==> src/rtl/vga_ctrl.sv <==
// rtl/vga_ctrl.sv - 640x480@60 VGA timing controller with one-cycle-early pixel request
//
// Purpose:
//   Runs the horizontal/vertical pixel counters and decodes sync, pixel
//   request coordinates, gated RGB and a frame-start pulse from them.
//
// Ports:
//   vga_clk     in   1   pixel clock
//   sys_rst     in   1   asynchronous active-high reset
//   pix_data    in  16   RGB565 pixel from generator (registered there, 1-cycle latency)
//   pix_x       out 10   requested column, 10'h3FF outside the request window
//   pix_y       out 10   requested row, 10'h3FF outside the request window
//   hsync       out  1   horizontal sync, active-low
//   vsync       out  1   vertical sync, active-low
//   rgb         out 16   pixel to DAC, zero outside the active window
//   frame_start out  1   high while both counters are at zero
module vga_ctrl #(
  parameter int H_SYNC   = 96,
  parameter int H_BACK   = 40,
  parameter int H_LEFT   = 8,
  parameter int H_VALID  = 640,
  parameter int H_RIGHT  = 8,
  parameter int H_FRONT  = 8,
  parameter int V_SYNC   = 2,
  parameter int V_BACK   = 25,
  parameter int V_TOP    = 8,
  parameter int V_VALID  = 480,
  parameter int V_BOTTOM = 8,
  parameter int V_FRONT  = 2
) (
  input  logic        vga_clk,
  input  logic        sys_rst,
  input  logic [15:0] pix_data,
  output logic [9:0]  pix_x,
  output logic [9:0]  pix_y,
  output logic        hsync,
  output logic        vsync,
  output logic [15:0] rgb,
  output logic        frame_start
);

  localparam int H_TOTAL = H_SYNC + H_BACK + H_LEFT + H_VALID + H_RIGHT + H_FRONT;
  localparam int V_TOTAL = V_SYNC + V_BACK + V_TOP + V_VALID + V_BOTTOM + V_FRONT;
  localparam int H_ACT   = H_SYNC + H_BACK + H_LEFT;
  localparam int V_ACT   = V_SYNC + V_BACK + V_TOP;

  localparam logic [9:0] H_LAST     = 10'(H_TOTAL - 1);
  localparam logic [9:0] V_LAST     = 10'(V_TOTAL - 1);
  localparam logic [9:0] H_SYNC_END = 10'(H_SYNC);
  localparam logic [9:0] V_SYNC_END = 10'(V_SYNC);
  localparam logic [9:0] H_ACT_BEG  = 10'(H_ACT);
  localparam logic [9:0] H_ACT_END  = 10'(H_ACT + H_VALID);
  // Request window leads the display window by one clock to cover the
  // generator's output register.
  localparam logic [9:0] H_REQ_BEG  = 10'(H_ACT - 1);
  localparam logic [9:0] H_REQ_END  = 10'(H_ACT + H_VALID - 1);
  localparam logic [9:0] V_ACT_BEG  = 10'(V_ACT);
  localparam logic [9:0] V_ACT_END  = 10'(V_ACT + V_VALID);

  logic [9:0] cnt_h_q, cnt_h_d;
  logic [9:0] cnt_v_q, cnt_v_d;

  logic v_in_window;
  logic rgb_valid;
  logic pix_data_req;

  always_comb begin
    cnt_h_d = cnt_h_q + 10'd1;
    cnt_v_d = cnt_v_q;
    if (cnt_h_q == H_LAST) begin
      cnt_h_d = 10'd0;
      if (cnt_v_q == V_LAST) begin
        cnt_v_d = 10'd0;
      end else begin
        cnt_v_d = cnt_v_q + 10'd1;
      end
    end
  end

  always_ff @(posedge vga_clk or posedge sys_rst) begin
    if (sys_rst) begin
      cnt_h_q <= 10'd0;
      cnt_v_q <= 10'd0;
    end else begin
      cnt_h_q <= cnt_h_d;
      cnt_v_q <= cnt_v_d;
    end
  end

  always_comb begin
    v_in_window  = (cnt_v_q >= V_ACT_BEG) && (cnt_v_q < V_ACT_END);
    rgb_valid    = v_in_window && (cnt_h_q >= H_ACT_BEG) && (cnt_h_q < H_ACT_END);
    pix_data_req = v_in_window && (cnt_h_q >= H_REQ_BEG) && (cnt_h_q < H_REQ_END);
  end

  assign hsync       = (cnt_h_q >= H_SYNC_END);
  assign vsync       = (cnt_v_q >= V_SYNC_END);
  assign frame_start = (cnt_h_q == 10'd0) && (cnt_v_q == 10'd0);

  // Subtractions cannot underflow: they are only selected inside the window.
  assign pix_x = pix_data_req ? (cnt_h_q - H_REQ_BEG) : 10'h3FF;
  assign pix_y = pix_data_req ? (cnt_v_q - V_ACT_BEG) : 10'h3FF;
  assign rgb   = rgb_valid ? pix_data : 16'h0000;

endmodule

==> config.mk <==
export PLATFORM = sky130hd
export DESIGN_NAME = vga_ctrl
export DESIGN_NICKNAME = d
export VERILOG_FILES = /design/src/rtl/vga_ctrl.sv
export SDC_FILE = /design/constraint.sdc
export NUM_CORES = 1
export LEC_CHECK = 0
export BUFFER_PORTS_ARGS = -buffer_cell sky130_fd_sc_hd__buf_2
export CAP_MARGIN = 20
export CORE_UTILIZATION = 40
export DETAILED_ROUTE_END_ITERATION = 12
export PLACE_DENSITY = 0.66
export SLEW_MARGIN = 0
export SYNTH_ARGS = -nofsm -noshare
export SYNTH_HDL_FRONTEND = slang
export SYNTH_SLANG_ARGS = --single-unit
==> constraint.sdc <==
create_clock -name vga_clk -period 5.2 [get_ports vga_clk]
set_input_delay 0.52 -clock vga_clk [delete_from_list [all_inputs] [get_ports vga_clk]]
set_output_delay 0.52 -clock vga_clk [all_outputs]
set_load 0.02 [all_outputs]
== Word-level counts from Yosys, hierarchy flattened ==
Cells that the tools add are included.
Operators by class
  shifts and indexed selects: 0
  order comparisons: 8
  multipliers: 0
  reductions and logical operators: 8
  muxes and demuxes: 5
  divide/modulo/power cells: 0
  add/sub/neg operators: 4
  equality and inequality tests: 2
  bitwise operators: 0
Operators with widths (number)
  two-way mux 10 bit: 4
  < comparator 10 bit (second input constant): 3
  adder 10 x 1 -> 10 bit (second input constant): 2
  equality test 10 bit (second input constant): 2
  greater-or-equal comparator 10 x 8 -> 1 bit (second input constant): 2
  logical NOT 10 bit: 2
  two-way mux 16 bit: 1
  greater-or-equal comparator 10 x 2 -> 1 bit (second input constant): 1
  greater-or-equal comparator 10 x 6 -> 1 bit (second input constant): 1
  greater-or-equal comparator 10 x 7 -> 1 bit (second input constant): 1
  subtractor 10 x 6 -> 10 bit (second input constant): 1
  subtractor 10 x 8 -> 10 bit (second input constant): 1
  logical AND 1 bit: 6
Word-level totals
  memories: 0
  output and inout port bits: 39
  ROM bits: 0
  RAM bits: 0
  register bits after elaboration: 20
  latch bits: 0

== Depth between registers and ports, before layout ==
  depth in word-level cells: 5
  mapped depth: 7
  mapped depth without buffers: 6

== Worst setup path before layout ==
Ideal clock, no wire load.
  path type: register -> output
  start: register cnt_v_q[1]
  end: output pix_x[7]
  slack: 2640 ps
  required time: 4680 ps
  stages on the path, launching flop included: 8
  data arrival time: 2040 ps
  buffers on the path: 2
  path through: dfrtp_1 -> ha_1 -> clkbuf_1 -> o41ai_1 -> a21o_1 -> a21oi_1 -> buf_2 -> o211ai_1
Between the ends
  cells in the longest elaborated chain, start to end: 5
  elaborated cells on any way between the ends: 6
  those cells by class: order compare: 2; mux: 1; reduce/logical: 3
RTL lines
  from (decl): RTL line 61  | logic [9:0] cnt_v_q, cnt_v_d;
  from (signal assigned): RTL line 86  | cnt_v_q <= cnt_v_d;
  greater-or-equal comparator 10 x 6 -> 1 bit or < comparator 10 bit (tied branches): RTL line 91  | v_in_window = (cnt_v_q >= V_ACT_BEG) && (cnt_v_q < V_ACT_END);
  logical AND 1 bit *: RTL line 91
  logical AND 1 bit * (2 in a row): RTL line 93  | pix_data_req = v_in_window && (cnt_h_q >= H_REQ_BEG) && (cnt_h_q < H_REQ_END);
  two-way mux 10 bit *: RTL line 101  | assign pix_x = pix_data_req ? (cnt_h_q - H_REQ_BEG) : 10'h3FF;
  to (decl): RTL line 34  | output logic [9:0] pix_x,
Every way passes the cells marked *; elsewhere a longest branch is shown, timed or not.

== Worst setup path after layout ==
  start: register cnt_v_q[1]
  end: output pix_y[8]
Between the ends
  cells in the longest elaborated chain, start to end: 5
  elaborated cells on any way between the ends: 7
  those cells by class: add/sub: 1; order compare: 2; mux: 1; reduce/logical: 3
RTL lines
  greater-or-equal comparator 10 x 6 -> 1 bit or < comparator 10 bit (tied branches): RTL line 91
  logical AND 1 bit: RTL line 91
  logical AND 1 bit (2 in a row): RTL line 93
  two-way mux 10 bit *: RTL line 102  | assign pix_y = pix_data_req ? (cnt_v_q - V_ACT_BEG) : 10'h3FF;
  to (decl): RTL line 35  | output logic [9:0] pix_y,
Marks and branches as above.

==> metrics <==
final setup skew=~0.0030 ns; worst-skew pair later-pin latency=between 0.2 and 0.3 ns; total gr overflow=0; CP Launch Type=register; Post-CTS Hold Buffers=0; final core occ=about half; RSZ-0062 raised after global routing=no; Mean Syn Cell Area=around 8.5 um^2; Fillers=roughly 400; gr usage total=a little under a fifth; Fin. Hold Viols=0; Total Power=0.2844 mW; Peak Freq=around 300 MHz; Post-CTS Resized=0; # H-tree levels=1; Worst-path clk slew=about 0.080 ns; Cell variety after synth=between 40 and 50; Syn Std Cell Area=about 0.0017 mm^2; largest net degree at the start of global routing=21; placed wire-length estimate=between 2 and 3 mm; Hold WS=approximately 0.40 ns; leading cell type in the layout, fill and taps excluded=buf_2; final slew viol count=0; Core Region=0.004000 mm^2; Non-Filler Instances=289; drt initial violations=40; crit path capture type=output port; area of the multi-input gates=0.001032 mm^2; wirelength, routed=3.891 mm; first-pass GRT wire length=approximately 6 mm; Antenna Cells=0; # DRC=0; Synth Instances=196; DR vias=~1,500; Least-Margin Pin Slew=about 1.1 ns; die width=around 66 um; antenna viol nets, final=0; FF/Latch Area=around 500 um^2; Post-Synthesis Net Count=219; Seq/Total Area, Yosys=between 30% and 40%; dpl cells=approximately 290; VDD IR max=0.1044 mV; P per Cell Area=144.0 mW/mm^2; worst hold path type=primary input to asynchronous set/reset pin; die height=roughly 66 um; slew margin rel.=roughly a quarter; initial core utilization=about 42%; period utilization=63.07%; Placer Congestion=around 0.85; vias in the first global route=1,296; worst setup margin=between 1.5 and 2 ns; Cell Area, Placed=between 0.0015 and 0.002 mm^2; CTS Buf Count=3; initial antenna violation count=0; Post-CTS Setup Repair Bufs=0; CP Class=register to output port; CTS tree=yes; CTS sink cnt=20; Final min period=approximately 3.3 ns; IO Count=57; CTS Buffer Depth=2; register bit total from synthesis=20; share of cells above drive strength 1=30.13%; Setup Viol. Count Final=0; IO Port Bufs=between 50 and 60; WP data required=between 4 and 5 ns; worst slack at placement=approximately 2.2 ns; CP Data Arrival Time=around 2.8 ns; final net count=around 260; commonest cells after routing, fill and taps aside=buf_2 (56), nand3_1 (22), dfrtp_1 (20), and2_1 (17); status=completed; max-cap violations=0; final instance area=approximately 0.0020 mm^2; routed length per instance=approximately 13 um; area delta synth->final=18.90%; die area=0.004416 mm^2; Site Rows=23; first-pass iteration count of the detailed router=4; Syn. warnings=0; Worst Path Max Fanout=13; setup TNS=0 ns; Leak=~1.0 nW; Root Buffer=clkbuf_8; drt via density=between 5 and 6
worst max-delay path, cell delays in order, from the launching register on:
cell	delay, ns
dfrtp_1	0.50
ha_1	0.34
nor4_1	0.35
nand3_1	0.20
a21oi_1	0.52
buf_4	0.30
nand3_1	0.09
buf_2	0.20
cells in the mapped netlist (all sizes together):
library cell / n / area, um^2
nand3: 22 / 110.1
or4: 2 / 18.77
nand4b: 1 / 8.760
o21a: 1 / 7.510
and3: 6 / 42.54
nor4: 6 / 43.79
a211o: 1 / 8.760
o21ai: 6 / 30.03
or3: 6 / 37.54
ha: 5 / 62.56
nand4bb: 1 / 11.26
nand2: 7 / 26.28
xor2: 8 / 70.07
a221oi: 1 / 26.28
xnor2: 12 / 112.6
mux2: 4 / 45.04
o211ai: 1 / 7.510
o2111ai: 1 / 8.760
clkbuf: 11 / 41.29
nor3: 4 / 20.02
a21oi: 5 / 25.02
or4bb: 1 / 11.26
nand3b: 3 / 22.52
dfrtp: 20 / 500.5
a21o: 1 / 7.510
a22o: 1 / 8.760
a2111o: 1 / 11.26
o41ai: 1 / 8.760
and2: 17 / 106.4
nand4: 7 / 43.79
o31ai: 2 / 15.01
or2: 1 / 6.260
inv: 8 / 30.03
and4: 3 / 26.28
nor2: 11 / 41.29
buf: 8 / 57.55
power breakdown:
part	switching (mW)	internal, mW
clock network	0.0530	0.0674
registers	0	0.155
logic	0.00423	0.00446
metal layers:
metal	vias up	track usage [%]	routed length, um
li1	781	-	-
met1	679	25.80	1916
met2	68	29.34	1653
met3	4	2.226	281
met4	0	5.585	41
met5	-	0	0
final timing paths:
| kind | startpoint | end | slack, ns | depth (start not counted) |
|---|---|---|---|---|
| hold reg to reg | cnt_h_q[0] | cnt_h_q[0] | 0.53 | 1 |
| setup / recovery | cnt_v_q[1] | pix_y[8] | 1.92 | 7 |
| max in group asynchronous | sys_rst | cnt_h_q[8] | 4.32 | 2 |
| min in group vga_clk | cnt_h_q[0] | cnt_h_q[0] | 0.53 | 1 |
| setup reg to reg | cnt_h_q[0] | cnt_v_q[2] | 2.83 | 5 |
| hold / removal | sys_rst | cnt_v_q[1] | 0.40 | 2 |
cell type report:
type / instances / area share [%]
Tap cell: 50 / 3.167
Inverter: 8 / 1.520
Timing Repair Buffer: 58 / 14.95
Clock buffer: 4 / 2.787
Multi-Input combinational cell: 149 / 52.25
Sequential cell: 20 / 25.33
cell families after synthesis:
family / synth area share, %
muxes: 2.711
adders and majority gates: 3.765
and+or+nand+nor: 34.71
DFF: 30.12
buffers and inverters: 7.756
AOI/OAI and AO/OA: 9.940
xor gates and xnor gates: 10.99
state kept, by name (all words and copies together) (netlist names):
name and cells:
cnt_v_q 10, cnt_h_q 10
Power figures use the tool's default switching activity.
